`src/rtl/pq_pkg.sv`:
```
// Shared priority-queue payload sizing.
// Holds the default key/value field widths used by PQ masters and PQ
// implementations so every block agrees on the {key,val} entry layout.
package pq_pkg;

  localparam int unsigned KEY_WIDTH = 8;
  localparam int unsigned VAL_WIDTH = 8;
  localparam int unsigned ENTRY_W   = KEY_WIDTH + VAL_WIDTH;

  // One PQ entry as it appears on kvo.
  typedef struct packed {
    logic [KEY_WIDTH-1:0] key;
    logic [VAL_WIDTH-1:0] val;
  } pq_entry_t;

endpackage : pq_pkg

```
`src/rtl/pq_drain.sv`:
```
// pq_drain: dequeue master for a priority queue.
// Pulls entries off the PQ head (kvo/empty/deq) and forwards them as
// key/value beats on a valid/ready stream through a 2-entry skid FIFO.
// A drain either removes a fixed number of entries or runs continuously
// until stop.
//
// Ports:
//   clk, rst_n         clock, asynchronous active-low reset
//   kvo, empty, deq    PQ head entry {key,val}, PQ empty, head removal
//   start, count, stop drain control (count=0 -> continuous)
//   m_valid, m_ready,  output stream
//   m_key, m_val
//   busy, done         drain in progress / one-cycle completion pulse
//   order_err          sticky priority-order violation
//
// Optional feature macro: PQ_DRAIN_CHECK_EN enables the in-order key
// checker; without it order_err is tied low and no checker is built.
module pq_drain #(
  parameter int unsigned KEY_WIDTH = pq_pkg::KEY_WIDTH,
  parameter int unsigned VAL_WIDTH = pq_pkg::VAL_WIDTH,
  parameter int unsigned COUNT_W   = 8,
  parameter int unsigned MIN_FIRST = 1
) (
  input  logic                           clk,
  input  logic                           rst_n,
  input  logic [KEY_WIDTH+VAL_WIDTH-1:0] kvo,
  input  logic                           empty,
  output logic                           deq,
  input  logic                           start,
  input  logic [COUNT_W-1:0]             count,
  input  logic                           stop,
  output logic                           m_valid,
  input  logic                           m_ready,
  output logic [KEY_WIDTH-1:0]           m_key,
  output logic [VAL_WIDTH-1:0]           m_val,
  output logic                           busy,
  output logic                           done,
  output logic                           order_err
);

  localparam int unsigned KV_W  = KEY_WIDTH + VAL_WIDTH;
  localparam int unsigned OCC_W = 2;

  typedef enum logic [1:0] {
    IDLE  = 2'd0,
    DRAIN = 2'd1,
    FLUSH = 2'd2,
    DONE  = 2'd3
  } state_t;

  state_t             state_q;
  state_t             state_d;
  logic [COUNT_W-1:0] target_q;
  logic [COUNT_W-1:0] issued_q;
  logic [COUNT_W-1:0] issued_inc;
  logic               start_acc;
  logic               room;
  logic               below_target;

  logic [OCC_W-1:0]   occ_q;
  logic [OCC_W-1:0]   occ_d;
  logic [KV_W-1:0]    slot_q;
  logic               push;
  logic               pop;

  assign issued_inc   = issued_q + COUNT_W'(1);
  assign start_acc    = (state_q == IDLE) && start;
  // Occupancy before this cycle's pop, so the FIFO can never overflow.
  assign room         = (occ_q != OCC_W'(2));
  assign below_target = (target_q == '0) || (issued_q < target_q);

  // Next-state and deq decode
  always_comb begin
    state_d = state_q;
    deq     = 1'b0;
    unique case (state_q)
      IDLE: begin
        if (start) state_d = DRAIN;
      end
      DRAIN: begin
        deq = !empty && room && below_target;
        // A final deq coinciding with stop still completes; its entry is
        // flushed out before DONE.
        if (stop || (deq && (target_q != '0) && (issued_inc == target_q)))
          state_d = FLUSH;
      end
      FLUSH: begin
        if (occ_q == '0) state_d = DONE;
      end
      DONE: begin
        state_d = IDLE;
      end
      default: begin
        state_d = IDLE;
      end
    endcase
  end

  // Control registers and status outputs
  always_ff @(posedge clk or negedge rst_n) begin
    if (!rst_n) begin
      state_q  <= IDLE;
      target_q <= '0;
      issued_q <= '0;
      busy     <= 1'b0;
      done     <= 1'b0;
    end else begin
      state_q <= state_d;
      busy    <= (state_d == DRAIN) || (state_d == FLUSH);
      done    <= (state_d == DONE);
      if (start_acc) begin
        target_q <= count;
        issued_q <= '0;
      end else if (deq && (issued_q != '1)) begin
        // Saturates in continuous mode rather than wrapping.
        issued_q <= issued_inc;
      end
    end
  end

  // Skid FIFO: head lives in m_key/m_val, slot_q holds the second entry.
  assign push = deq;
  assign pop  = m_valid && m_ready;

  always_comb begin
    occ_d = occ_q;
    unique case ({push, pop})
      2'b10:   occ_d = occ_q + OCC_W'(1);
      2'b01:   occ_d = occ_q - OCC_W'(1);
      default: occ_d = occ_q;
    endcase
  end

  always_ff @(posedge clk or negedge rst_n) begin
    if (!rst_n) begin
      occ_q   <= '0;
      m_valid <= 1'b0;
      m_key   <= '0;
      m_val   <= '0;
      slot_q  <= '0;
    end else begin
      occ_q   <= occ_d;
      m_valid <= (occ_d != '0);
      // Head loads from kvo when it is (or is about to become) the oldest
      // entry, otherwise it advances from the slot on a pop.
      if (push && ((occ_q == '0) || ((occ_q == OCC_W'(1)) && pop)))
        {m_key, m_val} <= kvo;
      else if (pop && (occ_q == OCC_W'(2)))
        {m_key, m_val} <= slot_q;
      if (push && (occ_q == OCC_W'(1)) && !pop)
        slot_q <= kvo;
    end
  end

`ifdef PQ_DRAIN_CHECK_EN
  logic [KEY_WIDTH-1:0] deq_key;
  logic [KEY_WIDTH-1:0] prev_key_q;
  logic                 have_prev_q;
  logic                 out_of_order;

  assign deq_key      = kvo[KV_W-1 -: KEY_WIDTH];
  // Equal keys are legal in either direction.
  assign out_of_order = (MIN_FIRST != 0) ? (deq_key < prev_key_q)
                                         : (deq_key > prev_key_q);

  // Order checker against the previous key of the same drain
  always_ff @(posedge clk or negedge rst_n) begin
    if (!rst_n) begin
      prev_key_q  <= '0;
      have_prev_q <= 1'b0;
      order_err   <= 1'b0;
    end else if (start_acc) begin
      have_prev_q <= 1'b0;
      order_err   <= 1'b0;
    end else if (deq) begin
      if (have_prev_q && out_of_order) order_err <= 1'b1;
      prev_key_q  <= deq_key;
      have_prev_q <= 1'b1;
    end
  end
`else
  logic unused_min_first;
  assign unused_min_first = (MIN_FIRST != 0);
  assign order_err        = 1'b0;
`endif

endmodule : pq_drain

```
`config.mk`:
```
export PLATFORM = sky130hd
export DESIGN_NAME = pq_drain
export DESIGN_NICKNAME = d
export VERILOG_FILES = /design/src/rtl/pq_pkg.sv /design/src/rtl/pq_drain.sv
export SDC_FILE = /design/constraint.sdc
export NUM_CORES = 1
export LEC_CHECK = 0
export CAP_MARGIN = 40
export CORE_MARGIN = 5
export CORE_UTILIZATION = 54
export CTS_CLUSTER_DIAMETER = 150
export CTS_CLUSTER_SIZE = 25
export DETAILED_ROUTE_END_ITERATION = 16
export HOLD_SLACK_MARGIN = 0.02
export PLACE_DENSITY = 0.82
export SLEW_MARGIN = 20
export SYNTH_ARGS = -nofsm -noshare
export SYNTH_HDL_FRONTEND = slang
export SYNTH_SLANG_ARGS = --single-unit
```
`constraint.sdc`:
```
create_clock -name clk -period 4.05 [get_ports clk]
set_clock_uncertainty 0.2 [all_clocks]
set_input_delay 0.81 -clock clk [delete_from_list [all_inputs] [get_ports clk]]
set_output_delay 0.81 -clock clk [all_outputs]
set_load 0.1 [all_outputs]
```
==> flow_summary_export.csv <==
group,metric,value,unit
pwr,combPwrFrac,60.8,%
detailed_routing,wire_per_inst,16.44,µm
floorplanning,die_w,83.70,µm
min_path,hp-class,"reg2reg",
floorplanning,die_h,83.70,µm
floorplanning,start_util,56.35,%
timing,timing.final.crit_share,87.65,%
timing,setup_violations,0,
clock_tree,clock_latency,0.31,ns
clock_tree,holdBufCountCts,0,
pwr,vdd_drop_max,0.5060,mV
final_layout,fillCellCount,335,
clock_tree,post-cts-setup-buffers,0,
clock_tree,cts_resized,0,
synth,synth_top_family_by_area,"multiplexers",
timing,hold_slack,0.3166,ns
final_layout,area_delta_synth_final,33.53,%
timing,rsz0062_at_grt,"no",
floorplanning,num_io_pins,51,
worst_setup_path,critPathMaxFanout,18,
clock_tree,cts_num_sinks,55,
clock_tree,cts_buffers,5,
detailed_routing,wirelength,6692,µm
floorplanning,die_area,7005,µm²
run_status,status,"finished clean",
synth,async_flop_share,100.0,%
timing,period_minus_slack,3.550,ns
clock_tree,cts_tree,"yes",
synth,ys_seq_area_share,46.93,%
synth,synthTopCellsByCount,"dfrtp_1, nand2_1, o21ai_0",
worst_setup_path,crit_type,"in2out",
synth,synth_top_cell_area_share,46.93,%
synth,synth.most_common_cell,"dfrtp_1",
grt,grt_pass1_vias,2331,
pwr,power_switching,0.001617,W
pwr,intPower,0.001797,W
detailed_routing,vias,2274,
synth,synth_top_cell_by_area,"dfrtp_1",
grt,grt_usage,20.05,%
synth,syn_avg_cell_area,10.94,µm²
synth,syn_inst,268,
clock_tree,clock-root-buffer,"clkbuf_8",
synth,yosysUniqueCellTypes,50,
synth,ys_top_cells_by_area,"dfrtp_1, ha_1, mux2i_1",
synth,ys_ff_latch,55,
grt,grt_pass1_wl,11310,µm
worst_setup_path,slowest_delay,0.44,ns
flow_run,drv_cap,0,
placement,io_buffers,49,
final_layout,nNetsFinal,381,
worst_setup_path,critPathArrivalTime,2.54,ns
detailed_routing,drtIter0Drc,165,
placement,dpl.hpwl,4967,µm
timing,fin_tns_setup,0,ns
pwr,p_per_area,871.8,nW/µm²
pwr,power.leakage,1.847,nW
worst_setup_path,critPathCaptureType,"primary output",
floorplanning,fp-row-count,26,
final_layout,drive_above_1_share,18.40,%
worst_setup_path,required,3.04,ns
synth,ys.flop_type,"dfrtp_1",
grt,antenna_found_initial,0,
synth,synth_warnings,0,
detailed_routing,drc_errors,0,
synth,synthAdderAreaFrac,6.399,%
clock_tree,clockBufferDepth,2,
timing,fmax,281.7,MHz
timing,relSlewSlack,52.33,%
pwr,sw_frac_of_total,47.37,%
clock_tree,htree_levels,2,
detailed_routing,ant_nets,0,
synth,synth_fp_nets,313,
worst_setup_path,crit_path_top_delay_cell,"clkdlybuf4s50_1",
worst_setup_path,worstSetupStartpointType,"input pin",
timing,drv_slew,0,
synth,synth_compound_area_share,13.35,%
synth,synth_mux_area_share,13.61,%
pwr,seq_power_share,28.4,%
synth,synth-edff-count,0,
final_layout,antennaDiodeCount,0,
synth,yosys.area_share.simple,12.93,%
grt,grt_max_degree,33,
pwr,clkPwrFrac,10.8,%
clock_tree,cts.clk_slew.worst_paths,0.10,ns
grt,grt.overflow.total,0,
placement,place.gp.congestion,0.8363,
timing,worst_pin_slew,0.7151,ns
synth,synthXorXnorAreaFrac,2.688,%
detailed_routing,viasPerCell,5.587,
worst_setup_path,cp_cell_sequence,"clkdlybuf4s50_1 > nor3_1 > o21ai_0 > nand3b_1 > nand2_4 > nand2b_4 > clkinv_2 > buf_12",
timing,hold_viol,0,
floorplanning,core_area,5205,µm²
synth,syn_area,2933,µm²
detailed_routing,drt-pass1-iter-count,4,
[cells by family after synthesis]
family	Yosys count
buffers and inverters	26
adders and majority gates	15
AOI/OAI and AO/OA	58
DFF	55
muxes	34
other	1
xor gates and xnor gates	9
and+or+nand+nor	70
[worst paths after layout]
path	start	to	slack (ns)	depth (start not counted)
worst max-delay path	empty	deq	0.50	8
worst min-delay path	slot_q[3]	slot_q[3]	0.32	1
worst max register to register	issued_q[5]	m_valid	1.04	11
worst min register to register	slot_q[3]	slot_q[3]	0.32	1
max in group asynchronous	rst_n	m_key[3]	2.54	2
min in group asynchronous	rst_n	issued_q[3]	0.34	1
[layout by cell type, fill, tap and decap left out, types with 6 or more instances in the layout]
| cell type | netlist | routed |
|---|---|---|
| buf_8 | 0 | 19 |
| clkdlybuf4s50_1 | 0 | 47 |
| o21ai_0 | 27 | 27 |
| mux2_2 | 7 | 7 |
| dfrtp_1 | 55 | 55 |
| a21oi_1 | 6 | 6 |
| mux2_4 | 10 | 10 |
| nor2_1 | 7 | 7 |
| ha_1 | 15 | 15 |
| xnor2_1 | 7 | 7 |
| inv_1 | 14 | 14 |
| mux2i_1 | 17 | 17 |
| nand2_1 | 31 | 31 |
[power groups by stage]
stage	sequential (W)	clock, W	combinational (W)
finish	0.000970	0.000367	0.00208
global placement	0.000960	0	0.00171
CTS	0.000964	0.000371	0.00209
detailed placement	0.000971	0	0.00207
global route	0.000998	0.000393	0.00221
floorplan	0.00156	0	0.000729
[layout make-up]
type	instances	area [µm²]	area share, %
clock buffers	6	72.57	1.853
clock inverters	2	38.79	0.9904
well taps	70	87.58	2.236
repair buffers	72	830.8	21.21
inverters	15	57.56	1.470
flip-flops and latches	55	1376	35.14
multi-input cells	187	1453	37.09
[registers in the layout, indices dropped and copies added, names as in the netlist]
name	flops
busy	1
done	1
issued_q	8
m_key	8
m_val	8
m_valid	1
occ_q	2
slot_q	16
state_q	2
target_q	8
[layer usage]
layer	up-vias	global-route usage, %	routed length, µm
li1	1090	-	-
met4	0	8.041	150
met3	13	2.962	253
met5	-	0	0
met2	64	32.83	3274
met1	1107	26.72	3013
[worst max-delay path, delay by kind of cell]
family,cells,cell delay (ns)
AO/OA/AOI/OAI,1,0.17
buffers and inverters,3,0.86
AND/OR/NAND/NOR,4,0.68
[per-stage QoR]
step | setup slack (ns) | cell area [µm²] | utilization, % | instances | power, W
floorplan | 1.011 | 2933 | - | 268 | 0.002286
global placement | 0.6259 | 3492 | 67.09 | 379 | 0.002670
finish | 0.5001 | 3916 | 75.24 | 407 | 0.003414
CTS | 0.5179 | 3916 | 75.24 | 407 | 0.003420
detailed placement | 0.5353 | 3805 | 73.10 | 399 | 0.003043
global route | 0.3587 | 3916 | 75.24 | 407 | 0.003596
No activity file was read; power rests on OpenSTA's default activity.
